==> src/rtl/matmul_pkg.sv <==
// matmul_pkg: sizes, state encoding and bank selects shared by
// the feeder, the 3x3 MAC array and its consumer.
package matmul_pkg;

  localparam int N     = 3;
  localparam int DW    = 4;
  localparam int ACC_W = 10;

  typedef enum logic [1:0] {
    IDLE,
    CLR,
    STREAM,
    DONE
  } state_t;

  localparam logic SEL_W = 1'b0;
  localparam logic SEL_X = 1'b1;

endpackage

==> src/rtl/matmul_operand_bank.sv <==
// matmul_operand_bank: 3x3 operand register file, one write port,
// one column (COL_RD=1) or row (COL_RD=0) read port.
module matmul_operand_bank
  import matmul_pkg::*;
#(
  parameter int DW     = matmul_pkg::DW,
  parameter bit COL_RD = 1'b1
) (
  input  logic                 clk,
  input  logic                 rst,
  input  logic                 we,
  input  logic [1:0]           row,
  input  logic [1:0]           col,
  input  logic [DW-1:0]        wdata,
  input  logic [1:0]           rd_idx,
  output logic [N-1:0][DW-1:0] rdata
);

  logic [DW-1:0] mem [N][N];

  always_ff @(posedge clk) begin
    if (rst) begin
      for (int r = 0; r < N; r++)
        for (int c = 0; c < N; c++)
          mem[r][c] <= '0;
    end else if (we) begin
      mem[row][col] <= wdata;
    end
  end

  always_comb begin
    rdata = '0;
    for (int i = 0; i < N; i++) begin
      if (COL_RD)
        rdata[i] = mem[i][rd_idx];
      else
        rdata[i] = mem[rd_idx][i];
    end
  end

endmodule

==> src/rtl/matmul_feeder.sv <==
// matmul_feeder: buffers W and X, then drives clear and three load
// beats so the downstream MAC array ends holding C = W*X.
module matmul_feeder
  import matmul_pkg::*;
#(
  parameter int DW = matmul_pkg::DW
) (
  input  logic          clk,
  input  logic          rst,
  input  logic          in_valid,
  output logic          in_ready,
  input  logic          in_sel,
  input  logic [1:0]    in_row,
  input  logic [1:0]    in_col,
  input  logic [DW-1:0] in_data,
  output logic          err,
  input  logic          start,
  output logic          busy,
  output logic          done,
  output logic [DW-1:0] data_w1,
  output logic [DW-1:0] data_w2,
  output logic [DW-1:0] data_w3,
  output logic [DW-1:0] data_x1,
  output logic [DW-1:0] data_x2,
  output logic [DW-1:0] data_x3,
  output logic          load,
  output logic          clear
);

  state_t state, state_n;
  logic [1:0] k, k_n;
  logic clear_n, load_n, done_n, busy_n;
  logic wr_acc, bad_idx, we_w, we_x;
  logic [N-1:0][DW-1:0] w_col, x_row;

  assign in_ready = !busy;
  assign bad_idx  = (in_row == 2'd3) || (in_col == 2'd3);
  assign wr_acc   = in_valid && in_ready;
  assign we_w     = wr_acc && !bad_idx && (in_sel == SEL_W);
  assign we_x     = wr_acc && !bad_idx && (in_sel == SEL_X);

  matmul_operand_bank #(.DW(DW), .COL_RD(1'b1)) u_w_bank (
    .clk    (clk),
    .rst    (rst),
    .we     (we_w),
    .row    (in_row),
    .col    (in_col),
    .wdata  (in_data),
    .rd_idx (k_n),
    .rdata  (w_col)
  );

  matmul_operand_bank #(.DW(DW), .COL_RD(1'b0)) u_x_bank (
    .clk    (clk),
    .rst    (rst),
    .we     (we_x),
    .row    (in_row),
    .col    (in_col),
    .wdata  (in_data),
    .rd_idx (k_n),
    .rdata  (x_row)
  );

  always_ff @(posedge clk) begin
    if (rst) begin
      state <= IDLE;
      k     <= 2'd0;
    end else begin
      state <= state_n;
      k     <= k_n;
    end
  end

  always_comb begin
    state_n = state;
    k_n     = k;
    unique case (state)
      IDLE: if (start) state_n = CLR;
      CLR: begin
        state_n = STREAM;
        k_n     = 2'd0;
      end
      STREAM: begin
        if (k == 2'd2) begin
          state_n = DONE;
          k_n     = 2'd0;
        end else begin
          k_n = k + 2'd1;
        end
      end
      DONE: state_n = start ? CLR : IDLE;
      default: state_n = IDLE;
    endcase
    clear_n = (state_n == CLR);
    load_n  = (state_n == STREAM);
    done_n  = (state_n == DONE);
    busy_n  = clear_n || load_n;
  end

  // Outputs are registered from the next-state decode so they line up
  // with the state they describe.
  always_ff @(posedge clk) begin
    if (rst) begin
      clear   <= 1'b0;
      load    <= 1'b0;
      done    <= 1'b0;
      busy    <= 1'b0;
      err     <= 1'b0;
      data_w1 <= '0;
      data_w2 <= '0;
      data_w3 <= '0;
      data_x1 <= '0;
      data_x2 <= '0;
      data_x3 <= '0;
    end else begin
      clear   <= clear_n;
      load    <= load_n;
      done    <= done_n;
      busy    <= busy_n;
      err     <= wr_acc && bad_idx;
      data_w1 <= load_n ? w_col[0] : '0;
      data_w2 <= load_n ? w_col[1] : '0;
      data_w3 <= load_n ? w_col[2] : '0;
      data_x1 <= load_n ? x_row[0] : '0;
      data_x2 <= load_n ? x_row[1] : '0;
      data_x3 <= load_n ? x_row[2] : '0;
    end
  end

endmodule

==> config.mk <==
export PLATFORM = sky130hd
export DESIGN_NAME = matmul_feeder
export DESIGN_NICKNAME = d
export VERILOG_FILES = /design/src/rtl/matmul_pkg.sv /design/src/rtl/matmul_operand_bank.sv /design/src/rtl/matmul_feeder.sv
export SDC_FILE = /design/constraint.sdc
export NUM_CORES = 1
export LEC_CHECK = 0
export BUFFER_PORTS_ARGS = -buffer_cell sky130_fd_sc_hd__buf_2
export CAP_MARGIN = 20
export CORE_ASPECT_RATIO = 1.25
export CORE_MARGIN = 5
export CORE_UTILIZATION = 40
export CTS_CLUSTER_DIAMETER = 120
export DETAILED_ROUTE_END_ITERATION = 8
export GPL_TIMING_DRIVEN = 0
export PLACE_DENSITY = 0.67
export SLEW_MARGIN = 25
export SYNTH_ARGS = -nofsm -noshare
export SYNTH_HDL_FRONTEND = slang
export SYNTH_SLANG_ARGS = --single-unit
==> constraint.sdc <==
create_clock -name clk -period 2.7 [get_ports clk]
set_clock_uncertainty 0.15 [all_clocks]
set_input_delay 0.135 -clock clk [delete_from_list [all_inputs] [get_ports clk]]
set_output_delay 0.135 -clock clk [all_outputs]
set_load 0.05 [all_outputs]
Word level (Yosys, flattened, before mapping) --
Memories as Yosys holds them, arrays and structs flattened. A register that Yosys moved wholly into a read port is not among the register bits. Cells that the tools add are included. Widths: inputs -> output; s select.
Word-level totals: register bits 21, RAM bits 72, input port bits 13, output and inout bits 30, logic and storage cells 74, memories kept 2
Cells by class: add/sub/neg operators 1, $lt $le $gt $ge 3, equal/unequal tests 9, mux-type cells 31, bitwise logic cells 4, reduce and logical (&&, ||, !) cells 14
Memory list:
- u_w_bank.mem | depth 3, width 12, read ports 3, clocked after Yosys merged registers in 0, wr ports 3, line matmul_operand_bank.sv:19 | logic [DW-1:0] mem [N][N];
- u_x_bank.mem | depth 3, width 12, read ports 1, clocked after Yosys merged registers in 1, wr ports 3, line matmul_operand_bank.sv:19
Operators by type and width (count):
- $mux 12 | 6
- $mux 4 | 7
- $bmux 4 s2 | 3
- $reduce_or 12->1 | 2
- $eq 2x2->1 const B | 7
- $mux 2 | 5
- $demux 4 s2 | 1
- $pmux 2 s4 | 1
- $mux 1 | 7
- $ge 3x3->1 const B | 2
- $logic_and 1x1->1 | 6
- $not 2->3 | 2
- $eq 2x1->1 const B | 2
- $pmux 2 s2 | 1
- $lt 3x1->1 const B | 1
- $add 2x1->2 const B | 1
- $logic_not 1->1 | 2
- $logic_not 2->1 | 1
- $logic_or 1x1->1 | 2
- $not 1->1 | 2
- $reduce_or 2->1 | 1

Depth between registers and ports, before layout --
depth after elaboration 10, gate-level depth with buffers 11, gate-level depth less buffers 10

Cells and area by module --
Synthesis repeated with hierarchy kept, for this count alone.
Second synthesis, totals: cells, all modules 357, area total of the unflattened synthesis 4847.1 µm²
Modules (own cells, without submodules):
- matmul_operand_bank (u_x_bank) | instances 1, cells each 127, area each 2089.5 µm², seq. area each 1441.4 µm²
- matmul_operand_bank (u_w_bank) | instances 1, cells each 137, area each 1640.3 µm², seq. area each 1081.0 µm²
- matmul_feeder | instances 1, cells each 93, area each 1117.3 µm², seq. area each 660.6 µm²

Worst setup path before layout --
OpenSTA, ideal clock, no wires.
kind reg-to-reg, from reg state[0], to reg data_x1[0] (read register of u_x_bank.mem), setup time 0.123 ns, arrival time 1.700 ns, data required time 2.427 ns, setup slack 0.726 ns, stages on the path, launching flop included 12, path buffers 1, clock period less this slack 1.974 ns, cell sequence dfxtp_1 -> inv_1 -> ha_1 -> nor3b_1 -> o22ai_1 -> and2_1 -> ha_1 -> nand2b_1 -> inv_1 -> nand2_1 -> buf_2 -> o22ai_1
On the way: word-level cells in the longest chain between the ends 5, elaborated cells between the ends (all ways) 11, those cells by class eq/ne (4); mux (4); bitwise (1); reduce/logical (2)
Ends and longest elaborated chain:
- start, declared | line matmul_feeder.sv:30 | state_t state, state_n;
- start signal, assigned | line matmul_feeder.sv:69 | state <= state_n;
- $eq 2x2->1, or another cell as far along | line matmul_feeder.sv:77 | unique case (state)
- $pmux 2 s4 * | line matmul_feeder.sv:77
- $eq 2x2->1 * | line matmul_feeder.sv:95 | load_n = (state_n == STREAM);
- via load_n | line matmul_feeder.sv:32 | logic clear_n, load_n, done_n, busy_n;
- $not 1->1 (no source line) *
- $reduce_or 2->1 (no source line) *
- end, declared | line matmul_feeder.sv:23 | output logic [DW-1:0] data_x1,
Mark *: on every way through the listed nets, which the timed path passes. The rest lies on a longest branch. A chain may end at the register's enable or synchronous reset.

Final worst setup path --
from reg state[0], to reg data_x1[3] (read register of u_x_bank.mem)
The elaborated chain is that of the path after synthesis.

==> metrics.txt <==
initial antenna violation count 0; Synth Flop Type edfxtp_1; post-synth design cell area 5050 um^2; maximum clock rate approximately 440 MHz; Setup-failing EPs final 0; core area 12500 um^2; drt via density between 5 and 6; Hold Vio Cnt, Final 0; switching power approximately 1.3 mW; crit path DAT 2.40 ns; Int Power between 3 and 4 mW; Tot GR Track Use 0.154; # placed instances between 600 and 700; YS warnings 0; row cnt between 40 and 50; Max Cap Viol 0; initial core utilization 0.403; Post-Layout Cell Count 657; Initial DRC Count 199; async set-reset flop share out of synthesis 0; CTS Sinks ~120; hold buffer count at CTS 2; Comb power frac 0.146; pre-CTS setup slack ~0.43 ns; hold_ws between 0.015 and 0.02 ns; first-pass GRT wire length between 15000 and 20000 um; H-tree lvl count 4; final period utilization 0.842; # diodes 0; dpl hpwl ~8000 um; Max Fanout on Critical Path 10; share of the yosys chip area belonging to registers 0.630; cts repair resizes 0; Slew Limit Fails 0; post-synthesis cell type count 42; setup TNS 0 ns; CTS clk-pin slew, worst paths ~0.05 ns; syn avg cell area 12.6 um^2; CTS Buf Count 17; largest area contributor in the netlist edfxtp_1; RSZ-0062 raised after global routing false; DIE AREA 15000 um^2; Slew HR 0.624; area grow syn2layout 20.4%; Routed WL roughly 11000 um; Critical Path RT about 2.8 ns; placement-stage cell area around 5500 um^2; nets@finish roughly 500; vias in the first global route roughly 3500; status finished, final reports clean; total grt overflow 0; Hold WC Path Type input port to flop; clk buf depth 2; share of layout cells above drive strength 1 0.200; Die Ht ~140 um; Worst VDD drop around 0.3 mV; largest net degree at the start of global routing 17; number of flops mapped to enable cells by yosys 84; FF+latch count, synth 117; Post-Layout Inst Area roughly 6100 um^2; clock root cell clkbuf_16; io pins 43; ANT nets after route 0; Synth top area share 0.499; Worst Max-Slew Pin Slew about 0.56 ns; Power Dens Cells 798 nW/um^2; leak pwr approximately 2.6 nW; Crit. End Element flop; vias 3325; CP Class flop to flop; sw frac 0.263; die width 111 um; first drt pass iteration count 4; Buffers on Ports 42; WL per Instance ~17 um; Setup WS post-layout 0.426 ns; CTS tree yes; Seq pwr share 0.425; PnR Total Power about 4.9 mW; post-route minimum period around 2.3 ns; Clock Power Share 0.429; Post-CTS Setup Bufs 0; Syn Inst Count around 400; RD Place Congestion between 0.7 and 0.8; post-route DRC violation count 0; crit start category flop; Final Core Density 0.485; Worst-Skew Late Latency 0.41 ns; Synth area leaders edfxtp_1, dfxtp_1, mux2i_1, nor2_1, and2_1
synth_stat cells, drive strengths merged, types with 2 or more instances:
| library cell | n |
|---|---|
| o22ai | 13 |
| mux2i | 35 |
| and2 | 23 |
| a222oi | 2 |
| dfxtp | 33 |
| ha | 6 |
| nand3 | 3 |
| a31o | 5 |
| or2 | 4 |
| nor2 | 43 |
| buf | 14 |
| a21oi | 12 |
| inv | 6 |
| and3 | 14 |
| nor2b | 5 |
| nand2b | 11 |
| nor3b | 4 |
| nand2 | 21 |
| a22o | 10 |
| nand3b | 2 |
| and3b | 2 |
| nor3 | 2 |
| clkbuf | 8 |
| o21ai | 21 |
| o21bai | 2 |
| nor4b | 2 |
| edfxtp | 84 |
| a21o | 8 |
routing by layer:
metal  GRT usage  share of wire  up-vias
li1            -              -     1605
met1       0.183           0.43     1599
met2       0.248           0.48       95
met3      0.0451          0.061       26
met4      0.0910          0.024        0
met5           0              0        -
power by group through the flow:
stage               Combinational (mW)  Clock, mW  Sequential [mW]
finish                           0.711       2.08             2.06
global route                     0.770       2.18             2.07
CTS                              0.714       2.11             2.06
detailed placement               0.708          0             2.10
global placement                 0.695          0             2.09
floorplan                        0.381          0             2.23
final cells by class:
cell class	count	area [um^2]
tap	168	210
multi-input combinational	268	1760
inverter	6	22.5
sequential	117	3180
fill	1173	6470
clock inverter	13	115
clock buffer	19	433
buffer	22	130
timing repair buffer	44	230
layout by cell type (no fill, tap or decap), types with 12 or more instances in the layout:
cell type  Yosys  final
conb_1         1     12
buf_2          8     50
and2_1        23     23
and3_1        14     14
mux2i_1       35     35
o22ai_1       13     13
clkbuf_16      0     17
edfxtp_1      84     84
nand2_1       21     21
a21oi_1       12     12
dfxtp_1       33     33
nor2_1        42     42
o21ai_0       20     20
registers in the layout, summed over array words and instances, names as in the netlist, 2 cells and up:
| signal | cells |
|---|---|
| u_x_bank.mem | 48 |
| data_w3 | 4 |
| k | 2 |
| data_w1 | 4 |
| data_x3 | 4 |
| state | 2 |
| data_x2 | 4 |
| data_w2 | 4 |
| u_w_bank.mem | 36 |
| data_x1 | 4 |
path summary, 6_finish.rpt:
path	slack, ns	to	from	cells after the start
max	0.43	data_x1[3]	state[0]	11
min	0.02	err	in_valid	3
max reg2reg	0.43	data_x1[3]	state[0]	11
min reg2reg	0.38	data_w1[0]	u_w_bank.mem[0][4]	2
kinds of logic (layout without fill, tap and decap cells):
group | Yosys count | after routing | synth area share
other | 1 | 12 | 0.000742
AOI/OAI and AO/OA | 76 | 76 | 0.102
buffers and inverters | 28 | 104 | 0.0302
and+or+nand+nor | 138 | 138 | 0.150
muxes | 36 | 36 | 0.0716
adders and majority gates | 6 | 6 | 0.0149
DFF | 117 | 117 | 0.630
worst max-delay path: stages (launching register included):
cell and delay (ns):
dfxtp_1 0.34, inv_1 0.07, ha_1 0.22, nor3b_1 0.18, o22ai_1 0.09, and2_1 0.19, ha_1 0.18, nand2b_1 0.15
inv_1 0.10, nand2_1 0.11, buf_2 0.25, o22ai_1 0.11
Power figures use the tool's default switching activity.
